**config.mk**
```make
export PLATFORM = sky130hd
export DESIGN_NAME = piezo_txrx_sequencer
export DESIGN_NICKNAME = d
export VERILOG_FILES = /design/src/rtl/piezo_seq_pkg.sv /design/src/rtl/piezo_burst_gen.sv /design/src/rtl/piezo_txrx_sequencer.sv
export SDC_FILE = /design/constraint.sdc
export NUM_CORES = 1
export LEC_CHECK = 0
export BUFFER_PORTS_ARGS = -buffer_cell sky130_fd_sc_hd__buf_2
export CORE_UTILIZATION = 42
export CTS_CLUSTER_SIZE = 10
export DETAILED_ROUTE_END_ITERATION = 7
export PLACE_DENSITY = 0.71
export SYNTH_ARGS = -nofsm -noshare
export SYNTH_HDL_FRONTEND = slang
export SYNTH_SLANG_ARGS = --single-unit
```
**constraint.sdc**
```tcl
create_clock -name iCLK -period 3.5 [get_ports iCLK]
set_clock_uncertainty 0.2 [all_clocks]
set_input_delay 0 -clock iCLK [delete_from_list [all_inputs] [get_ports iCLK]]
set_output_delay 0 -clock iCLK [all_outputs]
set_load 0.02 [all_outputs]
```
**src/rtl/piezo_seq_pkg.sv**
```systemverilog
// rtl/piezo_seq_pkg.sv - shared state encoding and default timing for the piezo ping sequencer
package piezo_seq_pkg;

    localparam int DEF_GUARD_CYC = 4;

    typedef enum logic [2:0] {
        ST_IDLE,
        ST_GUARD_TX,
        ST_BURST,
        ST_GUARD_RX,
        ST_LISTEN,
        ST_DONE
    } seq_state_t;

endpackage

```
**src/rtl/piezo_burst_gen.sv**
```systemverilog
// rtl/piezo_burst_gen.sv - square-wave burst of num_pulses periods with a half-period of H cycles
// Ports: iCLK/iRESETn clock and sync active-low reset; start_i loads a burst; stop_i cancels it;
// half_period_i (0 treated as 1) and num_pulses_i must stay stable during the burst;
// drive_o is the burst waveform (starts high); active_o is high for exactly 2*N*H cycles.
module piezo_burst_gen
    import piezo_seq_pkg::*;
#(
    parameter int CNT_W = 16
) (
    input  logic             iCLK,
    input  logic             iRESETn,
    input  logic             start_i,
    input  logic             stop_i,
    input  logic [CNT_W-1:0] half_period_i,
    input  logic [7:0]       num_pulses_i,
    output logic             drive_o,
    output logic             active_o
);
    logic             drive_q, drive_d;
    logic             active_q, active_d;
    logic [CNT_W-1:0] half_cnt_q, half_cnt_d;
    logic [8:0]       halves_q, halves_d;
    logic [CNT_W-1:0] reload;

    // Cycles remaining in a half-period are counted down to 0, so reload is H-1.
    assign reload = (half_period_i == '0) ? '0 : half_period_i - CNT_W'(1);

    always_comb begin
        drive_d    = drive_q;
        active_d   = active_q;
        half_cnt_d = half_cnt_q;
        halves_d   = halves_q;
        if (stop_i) begin
            drive_d  = 1'b0;
            active_d = 1'b0;
        end else if (start_i && (num_pulses_i != 8'd0)) begin
            drive_d    = 1'b1;
            active_d   = 1'b1;
            half_cnt_d = reload;
            halves_d   = {num_pulses_i, 1'b0} - 9'd1;
        end else if (active_q) begin
            if (half_cnt_q == '0) begin
                if (halves_q == 9'd0) begin
                    drive_d  = 1'b0;
                    active_d = 1'b0;
                end else begin
                    drive_d    = ~drive_q;
                    halves_d   = halves_q - 9'd1;
                    half_cnt_d = reload;
                end
            end else begin
                half_cnt_d = half_cnt_q - CNT_W'(1);
            end
        end
    end

    always_ff @(posedge iCLK) begin
        if (!iRESETn) begin
            drive_q    <= 1'b0;
            active_q   <= 1'b0;
            half_cnt_q <= '0;
            halves_q   <= 9'd0;
        end else begin
            drive_q    <= drive_d;
            active_q   <= active_d;
            half_cnt_q <= half_cnt_d;
            halves_q   <= halves_d;
        end
    end

    assign drive_o  = drive_q;
    assign active_o = active_q;

endmodule

```
**src/rtl/piezo_txrx_sequencer.sv**
```systemverilog
// rtl/piezo_txrx_sequencer.sv - one-channel piezo ping: guard, burst, guard, listen, time-of-flight result
// Ports: iCLK/iRESETn clock and sync active-low reset; iStart/iAbort control; iCh_sel, iHalf_period,
// iNum_pulses, iRx_window ping setup (latched on start); iTime time base; iEcho async comparators;
// oTx_en/oRx_en/oPiezo/oPiezo_n per-channel drives; oBusy/oDone status; oHit/oHit_ch/oTimestamp result.
module piezo_txrx_sequencer
    import piezo_seq_pkg::*;
#(
    parameter int NUM_CH    = 3,
    parameter int CNT_W     = 16,
    parameter int TS_W      = 32,
    parameter int GUARD_CYC = DEF_GUARD_CYC
) (
    input  logic                      iCLK,
    input  logic                      iRESETn,
    input  logic                      iStart,
    input  logic                      iAbort,
    input  logic [$clog2(NUM_CH)-1:0] iCh_sel,
    input  logic [CNT_W-1:0]          iHalf_period,
    input  logic [7:0]                iNum_pulses,
    input  logic [CNT_W-1:0]          iRx_window,
    input  logic [TS_W-1:0]           iTime,
    input  logic [NUM_CH-1:0]         iEcho,
    output logic [NUM_CH-1:0]         oTx_en,
    output logic [NUM_CH-1:0]         oRx_en,
    output logic [NUM_CH-1:0]         oPiezo,
    output logic [NUM_CH-1:0]         oPiezo_n,
    output logic                      oBusy,
    output logic                      oDone,
    output logic                      oHit,
    output logic [$clog2(NUM_CH)-1:0] oHit_ch,
    output logic [TS_W-1:0]           oTimestamp
);
    localparam int CH_W = $clog2(NUM_CH);

    seq_state_t        state_q, state_d;
    logic [CH_W-1:0]   ch_q, ch_d;
    logic [CNT_W-1:0]  half_q, half_d;
    logic [7:0]        npulse_q, npulse_d;
    logic [CNT_W-1:0]  win_q, win_d;
    logic [CNT_W-1:0]  gcnt_q, gcnt_d;
    logic [CNT_W-1:0]  wcnt_q, wcnt_d;
    logic [TS_W-1:0]   tx_start_q, tx_start_d;
    logic              hit_q, hit_d;
    logic [CH_W-1:0]   hit_ch_q, hit_ch_d;
    logic [TS_W-1:0]   ts_q, ts_d;
    logic [NUM_CH-1:0] sync1_q, sync2_q, sync3_q;

    logic              burst_start, burst_stop, burst_drive, burst_active;
    logic [NUM_CH-1:0] ch_mask, echo_rise;
    logic              accept, echo_valid, guard_last, win_last;

    assign ch_mask    = {{(NUM_CH-1){1'b0}}, 1'b1} << ch_q;
    assign echo_rise  = sync2_q & ~sync3_q;
    assign echo_valid = (state_q == ST_LISTEN) && |(echo_rise & ch_mask);
    assign accept     = iStart && !iAbort && (32'(iCh_sel) < NUM_CH);
    assign guard_last = (gcnt_q == CNT_W'(GUARD_CYC - 1));
    assign win_last   = (win_q == '0) || (wcnt_q == win_q - CNT_W'(1));

    piezo_burst_gen #(.CNT_W(CNT_W)) u_burst (
        .iCLK          (iCLK),
        .iRESETn       (iRESETn),
        .start_i       (burst_start),
        .stop_i        (burst_stop),
        .half_period_i (half_q),
        .num_pulses_i  (npulse_q),
        .drive_o       (burst_drive),
        .active_o      (burst_active)
    );

    always_comb begin
        state_d     = state_q;
        ch_d        = ch_q;
        half_d      = half_q;
        npulse_d    = npulse_q;
        win_d       = win_q;
        gcnt_d      = gcnt_q;
        wcnt_d      = wcnt_q;
        tx_start_d  = tx_start_q;
        hit_d       = hit_q;
        hit_ch_d    = hit_ch_q;
        ts_d        = ts_q;
        burst_start = 1'b0;
        burst_stop  = 1'b0;
        case (state_q)
            ST_IDLE: begin
                if (accept) begin
                    state_d  = ST_GUARD_TX;
                    ch_d     = iCh_sel;
                    half_d   = iHalf_period;
                    npulse_d = iNum_pulses;
                    win_d    = iRx_window;
                    gcnt_d   = '0;
                    hit_d    = 1'b0;
                    hit_ch_d = '0;
                    ts_d     = '0;
                end
            end
            ST_GUARD_TX: begin
                if (guard_last) begin
                    gcnt_d     = '0;
                    wcnt_d     = '0;
                    tx_start_d = iTime;
                    if (npulse_q == 8'd0) begin
                        state_d = ST_GUARD_RX;
                    end else begin
                        state_d     = ST_BURST;
                        burst_start = 1'b1;
                    end
                end else begin
                    gcnt_d = gcnt_q + CNT_W'(1);
                end
            end
            ST_BURST: begin
                // The cycle in which the burst generator has just gone idle already has
                // both enables low, so it is counted as the first receive guard cycle.
                if (!burst_active) begin
                    state_d = (GUARD_CYC <= 1) ? ST_LISTEN : ST_GUARD_RX;
                    gcnt_d  = CNT_W'(1);
                    wcnt_d  = '0;
                end
            end
            ST_GUARD_RX: begin
                if (guard_last) begin
                    state_d = ST_LISTEN;
                    wcnt_d  = '0;
                end else begin
                    gcnt_d = gcnt_q + CNT_W'(1);
                end
            end
            ST_LISTEN: begin
                // A hit seen in the final window cycle wins over the timeout.
                if (echo_valid) begin
                    state_d  = ST_DONE;
                    hit_d    = 1'b1;
                    hit_ch_d = ch_q;
                    ts_d     = iTime - tx_start_q;
                end else if (win_last) begin
                    state_d = ST_DONE;
                end else begin
                    wcnt_d = wcnt_q + CNT_W'(1);
                end
            end
            ST_DONE: begin
                state_d = ST_IDLE;
            end
            default: begin
                state_d = ST_IDLE;
            end
        endcase
        if (iAbort && (state_q != ST_IDLE)) begin
            state_d     = ST_IDLE;
            hit_d       = 1'b0;
            burst_start = 1'b0;
            burst_stop  = 1'b1;
        end
    end

    always_ff @(posedge iCLK) begin
        if (!iRESETn) begin
            state_q    <= ST_IDLE;
            ch_q       <= '0;
            half_q     <= '0;
            npulse_q   <= 8'd0;
            win_q      <= '0;
            gcnt_q     <= '0;
            wcnt_q     <= '0;
            tx_start_q <= '0;
            hit_q      <= 1'b0;
            hit_ch_q   <= '0;
            ts_q       <= '0;
        end else begin
            state_q    <= state_d;
            ch_q       <= ch_d;
            half_q     <= half_d;
            npulse_q   <= npulse_d;
            win_q      <= win_d;
            gcnt_q     <= gcnt_d;
            wcnt_q     <= wcnt_d;
            tx_start_q <= tx_start_d;
            hit_q      <= hit_d;
            hit_ch_q   <= hit_ch_d;
            ts_q       <= ts_d;
        end
    end

    // Two flops for metastability, a third to detect the rising edge.
    always_ff @(posedge iCLK) begin
        if (!iRESETn) begin
            sync1_q <= '0;
            sync2_q <= '0;
            sync3_q <= '0;
        end else begin
            sync1_q <= iEcho;
            sync2_q <= sync1_q;
            sync3_q <= sync2_q;
        end
    end

    assign oTx_en     = burst_active ? ch_mask : '0;
    assign oRx_en     = (state_q == ST_LISTEN) ? ch_mask : '0;
    assign oPiezo     = (burst_active && burst_drive) ? ch_mask : '0;
    assign oPiezo_n   = (burst_active && !burst_drive) ? ch_mask : '0;
    assign oBusy      = (state_q != ST_IDLE);
    assign oDone      = (state_q == ST_DONE);
    assign oHit       = hit_q;
    assign oHit_ch    = hit_ch_q;
    assign oTimestamp = ts_q;

endmodule

```
==> results of run 1 <==
-- registers in the layout, indices dropped and copies added, names as in the netlist, 2 cells and up --
signal	count
oTimestamp	32
half_q	16
ch_q	2
sync1_q	3
wcnt_q	16
npulse_q	8
state_q	3
u_burst.halves_q	9
tx_start_q	32
oHit_ch	2
win_q	16
sync3_q	3
gcnt_q	16
sync2_q	3
u_burst.half_cnt_q	16
-- worst min path at each step --
| stage | start | to | depth (start not counted) |
|---|---|---|---|
| 6_report | iEcho[2] | sync1_q[2] | 3 |
| 3_5_place_dp | iEcho[2] | sync1_q[2] | 2 |
| 5_1_grt | iEcho[2] | sync1_q[2] | 3 |
| 3_3_place_gp | iEcho[2] | sync1_q[2] | 2 |
| 2_1_floorplan | iEcho[0] | sync1_q[0] | 1 |
| 4_1_cts | iEcho[2] | sync1_q[2] | 3 |
-- layout make-up --
class                      instances  area [µm²]  share of cell area, %
multi-input combinational       1021        6220                   47.8
sequential                       180        3600                   27.7
timing repair buffer             269        1980                   15.2
clock buffer                      22         474                   3.64
tap                              319         399                   3.07
inverter                          58         218                   1.67
clock inverter                     9         119                  0.913
-- stage by stage --
step | utilization (%) | setup WS (ns) | total power, mW | hold WS, ns | std cells
2_1_floorplan | - | 0.0575 | 3.24 | -0.0727 | 1326
6_report | 54.8 | 0.173 | 5.65 | 0.128 | 1878
3_3_place_gp | 47.7 | 0.199 | 3.61 | 0.0113 | 1739
5_1_grt | 54.8 | 0.00686 | 5.94 | 0.107 | 1878
3_5_place_dp | 47.7 | 0.105 | 3.63 | 0.0126 | 1739
4_1_cts | 54.7 | 0.0672 | 5.66 | 0.100 | 1878
-- per-layer routing --
layer,routed length [µm],global-route usage [%]
met1,12800,28.7
met2,12500,36.8
met5,0,0
met3,963,3.59
met4,419,6.46
-- worst max-delay path: cells and delay by family (launching register included) --
family,cells,cell delay (ns)
DFF,1,0.37
and+or+nand+nor,6,1.79
AOI/OAI and AO/OA,3,0.70
buffers and inverters,1,0.16
-- power by group --
group | leakage, nW | internal [mW] | total, mW | switching (mW)
Combinational | 3.38 | 0.622 | 1.48 | 0.860
Sequential | 1.45 | 2.12 | 2.21 | 0.0869
Clock | 0.284 | 1.12 | 1.96 | 0.840
Total | 5.12 | 3.86 | 5.65 | 1.79
-- Yosys cell counts, types with 5 or more instances --
| cell type | n |
|---|---|
| sky130_fd_sc_hd__a21o_1 | 11 |
| sky130_fd_sc_hd__nand2_1 | 241 |
| sky130_fd_sc_hd__nand3_1 | 35 |
| sky130_fd_sc_hd__nand4_1 | 17 |
| sky130_fd_sc_hd__nand2b_1 | 10 |
| sky130_fd_sc_hd__nor3_1 | 33 |
| sky130_fd_sc_hd__ha_1 | 40 |
| sky130_fd_sc_hd__and3_1 | 13 |
| sky130_fd_sc_hd__and2_1 | 17 |
| sky130_fd_sc_hd__o211ai_1 | 10 |
| sky130_fd_sc_hd__inv_1 | 58 |
| sky130_fd_sc_hd__o21bai_1 | 5 |
| sky130_fd_sc_hd__dfxtp_1 | 180 |
| sky130_fd_sc_hd__xor2_1 | 33 |
| sky130_fd_sc_hd__a211oi_1 | 6 |
| sky130_fd_sc_hd__a22oi_1 | 29 |
| sky130_fd_sc_hd__nor4_1 | 17 |
| sky130_fd_sc_hd__a21boi_0 | 85 |
| sky130_fd_sc_hd__nor2b_1 | 45 |
| sky130_fd_sc_hd__or4_1 | 8 |
| sky130_fd_sc_hd__mux2i_1 | 8 |
| sky130_fd_sc_hd__or2_2 | 7 |
| sky130_fd_sc_hd__a21oi_1 | 60 |
| sky130_fd_sc_hd__clkbuf_1 | 62 |
| sky130_fd_sc_hd__o21ai_0 | 70 |
| sky130_fd_sc_hd__nor2_1 | 77 |
| sky130_fd_sc_hd__o31ai_1 | 7 |
| sky130_fd_sc_hd__o2111ai_1 | 5 |
| sky130_fd_sc_hd__or3_1 | 9 |
| sky130_fd_sc_hd__o22ai_1 | 7 |
| sky130_fd_sc_hd__nor3b_1 | 8 |
| sky130_fd_sc_hd__a31oi_1 | 9 |
| sky130_fd_sc_hd__xnor2_1 | 41 |
| sky130_fd_sc_hd__o21a_1 | 9 |
-- timing repair --
item                                   4_1_cts  5_1_grt
hold buffers                               108        0
setup endpoints to repair                    0       13
endpoints found under the hold margin      115        0
gates resized for setup                      0        4
-- cell families after synthesis --
group | share of synthesized area (%)
and+or+nand+nor | 25.5
muxes | 0.998
adders and majority gates | 5.06
AOI/OAI and AO/OA | 22.3
DFF | 35.0
buffers and inverters | 4.76
xor gates and xnor gates | 6.30
==> run summary, run 1 <==
The residual antenna-violating net count after detailed routing came out at 0. STA classifies the critical path endpoint as a register. The synthesized netlist cell count came out at 1,326. After detailed routing, the number of remaining DRC violations is 0. The endpoint required time on the critical path came out at about 3.6 ns.

In this run the cell area of the synthesized design comes to 0.0103 mm². By area the synthesized netlist is led by sky130_fd_sc_hd__dfxtp_1 35%, sky130_fd_sc_hd__nand2_1 8.8%, sky130_fd_sc_hd__a21boi_0 6.2%. The effective utilization at floorplan is 43.3%. The post-CTS clock slew at the launch and capture registers of the worst setup and hold paths is approximately 0.070 ns. The core region is 0.0238 mm².

The total overflow left after global routing is 0. The flow ran to the end, and the final reports show no timing, DRC or antenna violations. The normalized max-slew margin came out at roughly half. For the finished layout, the period the worst path requires is 3.33 ns. The global-route usage over all layers is 21.9%. The largest fanout of any net on the critical path came out at 20. The longest clock path from root to sink contains 2 buffers. Tracing the worst setup path back leads to its startpoint at win_q[9]. The H-tree level count came out at 4. The min-delay analysis places its worst path in the category in2reg. The final worst-path cycle share is 95.1%. The worst register-to-register path begins at win_q[9]. The proportion of netlist area held by the largest area contributor is 35.0%.

Counting the buffers created by CTS gives 17. Dividing the synthesized area by the synthesized cell count gives 7.76 µm². The area added between synthesis and finish is 26.6%.

The via count of the routed design came out at 9,964. The weighted congestion at the end of routability-driven global placement came out at 0.911. Of all flip-flops after synthesis, the portion carrying an async set or reset was 0%. The timing endpoint of the critical path is wcnt_q[3]. The cell taking the most area after synthesis is sky130_fd_sc_hd__dfxtp_1. The number of setup buffers added after CTS is 0. By startpoint and endpoint, the worst setup path is classified as reg2reg.

The peak per-stage delay on the critical path is 0.55 ns. The achievable frequency is approximately 0.30 GHz. The net count after synthesis came out at 1,448. The clock drives 180 sinks. Summed over all layers, the routed wires come to 26,700 µm. The final number of hold-violating endpoints is 0. The area of all placed cells without fillers is ~0.013 mm². For this run, the leading register cell type out of synthesis is sky130_fd_sc_hd__dfxtp_1. The vertical die dimension came out at 158 µm. By instance count, the cell type seen most on the critical path is sky130_fd_sc_hd__or4_1.

The die outline width came out at 158 µm. The share of post-route cells with drive strength above 1 is between 10% and 20%. The half-perimeter wire length after detailed placement is 18,500 µm.

Setup repair after global routing left no endpoint under its margin. The number of maximum-capacitance violations is 0. Setup slack on the worst reg-to-reg path comes out at between 0.15 and 0.2 ns. CTS placed an instance of sky130_fd_sc_hd__clkbuf_16 at the clock tree root. The max-slew violation count came out at 0. The number of ports placed on the die boundary is between 100 and 150. The fraction of the yosys area taken by sequential cells is a little over a third. The clock reaches the later pin of the worst-skew pair after ~0.43 ns. The floorplan die area is 0.0251 mm². The mean number of vias per cell is 5.31. Leaving out fill and tap cells, the most frequent cell in the layout is sky130_fd_sc_hd__nand2_1. The flop and latch count out of synthesis is 180. The areal power density over the cells came out at 434 mW/mm². TritonCTS built the clock tree. The slew at the pin closest to its max-slew limit is 0.740 ns. The type of origin of the critical path is a register. The via count of the first global-routing pass was 9,251. Measured in cells, the most critical reg-to-reg path has a length of 10. The count of endpoints failing setup in the final report is 0. The filler cell count in the final layout came out at 2,192.

The port buffer count came out at between 100 and 150. The number of synthesized flops with an enable pin came out at 0. The number of rows created at floorplan came out at 56.

The critical-path cell with the highest stage delay is sky130_fd_sc_hd__or4_1. After detailed placement, the total cell area comes to about 0.011 mm². Synthesis instantiated 64 different standard cells from the library.

In this run, the number of DRC markers left after iteration 0 of detailed routing was 596. In this run the static leakage power is 5.12 nW. In the layout the commonest cells are 241 x sky130_fd_sc_hd__nand2_1, 180 x sky130_fd_sc_hd__dfxtp_1, 128 x sky130_fd_sc_hd__buf_2, 108 x sky130_fd_sc_hd__dlygate4sd3_1, 85 x sky130_fd_sc_hd__a21boi_0.

The data arrival time of the critical path came out at 3.45 ns. The critical path goes through or4_1 > nand4b_1 > a221o_1 > or4_1 > nor4_4 > a31oi_4 > nor2_2 > buf_12 > nor3_1 > o21a_1. Entering global routing, the biggest net connects 64 pins. The first global-routing pass estimated ~44,000 µm of wire. The peak ir drop on the vdd network is 0.246 mV. The endpoint of the worst register-to-register path is wcnt_q[3]. The final setup TNS came out at 0 ns. Yosys printed 0 warnings. The routed length per instance came out at 14.2 µm.

For this run, the detailed router's first-pass iteration total came to 5. The initial antenna violation count is 0. The repair_antennas step left the layout with diodes totalling 0. At the end of the flow, the number of nets in the layout was 1,669.
Power figures use the tool's default switching activity.
==> run 2: changes to the inputs <==
==> constraint.sdc (replaced) <==
create_clock -name iCLK -period 3.5 [get_ports iCLK]
set_clock_uncertainty 0.2 [all_clocks]
set_input_delay 0.7 -clock iCLK [delete_from_list [all_inputs] [get_ports iCLK]]
set_output_delay 0.7 -clock iCLK [all_outputs]
set_load 0.02 [all_outputs]
==> run 2 against run 1 <==
Against the previous run:
- flip-flop and latch count did not move
- design area fell by 7.4%
- clock power about the same
- register-to-register slack about the same
- critical path depth unchanged
- sequential share of layout area rose by 2.2 points
- largest cell class unchanged
- largest power group unchanged
==> run summary, run 2 (synthesis gave the netlist of run 1 again) <==
The leakage power of the design is 4.66 nW (was 5.12 nW). The type of origin of the critical path is a register (unchanged). The filler cell count in the final layout is 2,289 (was 2,192). The area added between synthesis and finish came out at 17.2% (was 26.6%).

The clock network fraction of total power is 35.0% (was 34.6%). Commonest non-fill, non-tap cells in the layout: 241 x sky130_fd_sc_hd__nand2_1, 180 x sky130_fd_sc_hd__dfxtp_1, 128 x sky130_fd_sc_hd__buf_2, 85 x sky130_fd_sc_hd__a21boi_0, 76 x sky130_fd_sc_hd__nor2_1 (was 241 x sky130_fd_sc_hd__nand2_1, 180 x sky130_fd_sc_hd__dfxtp_1, 128 x sky130_fd_sc_hd__buf_2, 108 x sky130_fd_sc_hd__dlygate4sd3_1, 85 x sky130_fd_sc_hd__a21boi_0). The initial antenna violation count is 0 (unchanged). The peak ir drop on the vdd network is 0.251 mV (was 0.246 mV). The violation count after the first detailed-route iteration is 582 (was 596). The clock root buffer is sky130_fd_sc_hd__clkbuf_16 (unchanged). The data arrival time of the critical path is 3.45 ns (about the same). The cell count of the worst hold path is 1 (was 3). The H-tree level count was 4 (unchanged). The floorplan die area came to 0.0251 mm² (unchanged).

The number of buffers between clock root and the deepest sink came out at 2 (unchanged). The type of the worst min-delay path is reg2reg (was in2reg). The share of post-route cells with drive strength above 1 is 15.4% (was 13.5%). The number of rows created at floorplan came out at 56 (unchanged). The effective utilization at floorplan came out at 43.3% (unchanged).

The total routed wirelength is 25,700 µm (was 26,700 µm). The proportion of total power due to net switching is 31.6% (about the same). The clock tree from TritonCTS is yes (unchanged). The time the final worst path needs with I/O delays and setup is 3.33 ns (about the same). Crit path cell chain: or4_1 > nand4b_1 > a221o_1 > or4_1 > nor4_2 > a31oi_4 > nor2_2 > buf_12 > nor4_1 > o21a_1 (was or4_1 > nand4b_1 > a221o_1 > or4_1 > nor4_4 > a31oi_4 > nor2_2 > buf_12 > nor3_1 > o21a_1). The number of cells on the worst reg-to-reg path came out at 10 (unchanged).

The routed length per instance came out at 14.4 µm (was 14.2 µm). The port buffer count came out at 129 (unchanged). Unrepaired setup endpoints after global routing: false (unchanged).

The most common library cell in the layout ignoring fill and taps is sky130_fd_sc_hd__nand2_1 (unchanged). The final worst slack came to 0.168 ns (was 0.173 ns). The count of endpoints failing setup in the final report is 0 (unchanged). The max-slew violation count is 0 (unchanged). The mean number of vias per cell came out at 5.39 (was 5.31). The count of placed standard cells in the final layout, fillers left out came out at 1,784 (was 1,878). The residual antenna-violating net count after detailed routing came to 0 (unchanged). The number of placed instances with taps included is 1,754 (was 1,739). The vertical die dimension is 158 µm (unchanged). The detailed-routing iteration count for the pre-antenna-repair pass was 5 (unchanged). The startpoint of the lowest-slack register-to-register path is win_q[8] (was win_q[9]). The maximum number of pins on one net before global-route repair is 71 (was 64). The share of the core filled with cells in the final layout came out at 50.7% (was 54.8%). The global-route usage over all layers came out at 20.9% (was 21.9%). The number of maximum-capacitance violations is 0 (unchanged).

The start point of the critical path was win_q[8] (was win_q[9]). The total grt overflow was 0 (unchanged). The critical-path cell with the highest stage delay is sky130_fd_sc_hd__or4_1 (unchanged).

The clock latency on the worst-skew pair is 0.43 ns (about the same). The normalized max-slew margin is 43.0% (was 50.7%). The post-CTS clock slew at the launch and capture registers of the worst setup and hold paths is 0.07 ns (about the same). The endpoint required time on the critical path was 3.62 ns (about the same).

The TritonCTS sink count is 180 (unchanged). The combined buffer and inverter count along the critical path was 1 (unchanged). The number of ports placed on the die boundary came out at 130 (unchanged). The first-pass GRT wire length is 42,000 µm (was 43,900 µm). The type of the setup path with the least slack is reg2reg (unchanged).

The diode insertion count for antenna repair is 0 (unchanged). The cell internal power dissipation is 3.81 mW (was 3.86 mW). The largest fanout of any net on the critical path is 20 (unchanged). The weighted congestion at the end of routability-driven global placement is 0.906 (was 0.911). The final worst-path cycle share is 95.2% (was 95.1%). The peak per-stage delay on the critical path came out at 0.54 ns (was 0.55 ns). The endpoint of the worst register-to-register path is wcnt_q[10] (was wcnt_q[3]).

The timing endpoint of the critical path is wcnt_q[10] (was wcnt_q[3]). The via count of the first global-routing pass came out at 8,813 (was 9,251). The power consumption is 5.57 mW (was 5.65 mW). The share of power burned in combinational logic is 25.3% (was 26.2%). The areal power density over the cells is 462 mW/mm² (was 434 mW/mm²). The worst setup slack before clock tree synthesis is 0.0165 ns (was 0.105 ns). The most frequent cell on the critical path is sky130_fd_sc_hd__or4_1 (unchanged). The final-layout worst hold slack is 0.234 ns (was 0.128 ns). The number of buffers created by CTS came out at 17 (unchanged). The slew at the pin closest to its max-slew limit was 0.847 ns (was 0.740 ns).

The slack of the worst reg-to-reg path is 0.17 ns (about the same). The category of the worst setup path capture point is a register (unchanged). The half-perimeter wire length after detailed placement was 18,900 µm (was 18,500 µm). The achievable frequency is 0.300 GHz (was 0.301 GHz). The switching component of the power came out at 1.76 mW (was 1.79 mW). The via count of the routed design is 9,622 (was 9,964).

The cell count along the critical path came out at 10 (unchanged). The sequential group share of total power is 39.7% (was 39.1%). Result of the run: finished, final reports clean (unchanged). The category of cells accounting for the largest share of critical-path delay is simple AND/OR/NAND/NOR gates (unchanged). The area of all placed cells without fillers came out at 0.0121 mm² (was 0.0130 mm²). The core region area came out at 0.0238 mm² (unchanged).

The post-place instance area is 0.0114 mm² (was 0.0113 mm²). The final number of hold-violating endpoints came out at 0 (unchanged). The number of hold-repair buffers added at the cts stage came out at 0 (was 108).

The die outline width is 158 µm (unchanged). The final setup TNS came out at 0 ns (unchanged). The remaining routing DRC violations is 0 (unchanged). The total number of nets in the final design came out at 1,576 (was 1,669).
==> run 2: layout make-up <==
class | count | area (µm²) | area share [%]
Clock buffer | 21 | 470 | 3.90
Clock inverter | 9 | 120 | 0.997
Timing Repair Buffer | 176 | 1010 | 8.41
Sequential cell | 180 | 3600 | 29.9
Tap cell | 319 | 399 | 3.31
Multi-Input combinational cell | 1021 | 6230 | 51.7
Inverter | 58 | 218 | 1.81
==> run 2: worst min-delay path by stage <==
stage	startpoint	to	slack (ns)
2_1_floorplan	sync1_q[0]	sync2_q[0]	0.21
3_3_place_gp	sync1_q[0]	sync2_q[0]	0.22
3_5_place_dp	sync1_q[0]	sync2_q[0]	0.22
4_1_cts	sync1_q[0]	sync2_q[0]	0.24
5_1_grt	sync1_q[0]	sync2_q[0]	0.25
6_report	sync1_q[0]	sync2_q[0]	0.23
==> run 2: per-layer routing <==
metal	wire, µm	part of all wire, %	global-route usage [%]	vias up
met2	11900	46	34.9	210
met3	1120	4.4	2.99	25
li1	-	-	-	4890
met5	0	0	0	-
met1	12300	48	27.7	4497
met4	349	1.4	6.41	0
==> run 2: timing repair <==
item,4_1_cts,5_1_grt
resized for setup,0,5
setup buffers,0,0
endpoints found under the setup margin,0,17
==> run 2: power groups by stage <==
stage / Clock (mW) / Combinational [mW] / Sequential (mW)
after floorplan: 0 / 1.03 / 2.22
after global placement: 0 / 1.37 / 2.25
after CTS: 1.99 / 1.40 / 2.21
after detailed placement: 0 / 1.39 / 2.25
after global routing: 2.08 / 1.58 / 2.22
final: 1.95 / 1.41 / 2.21
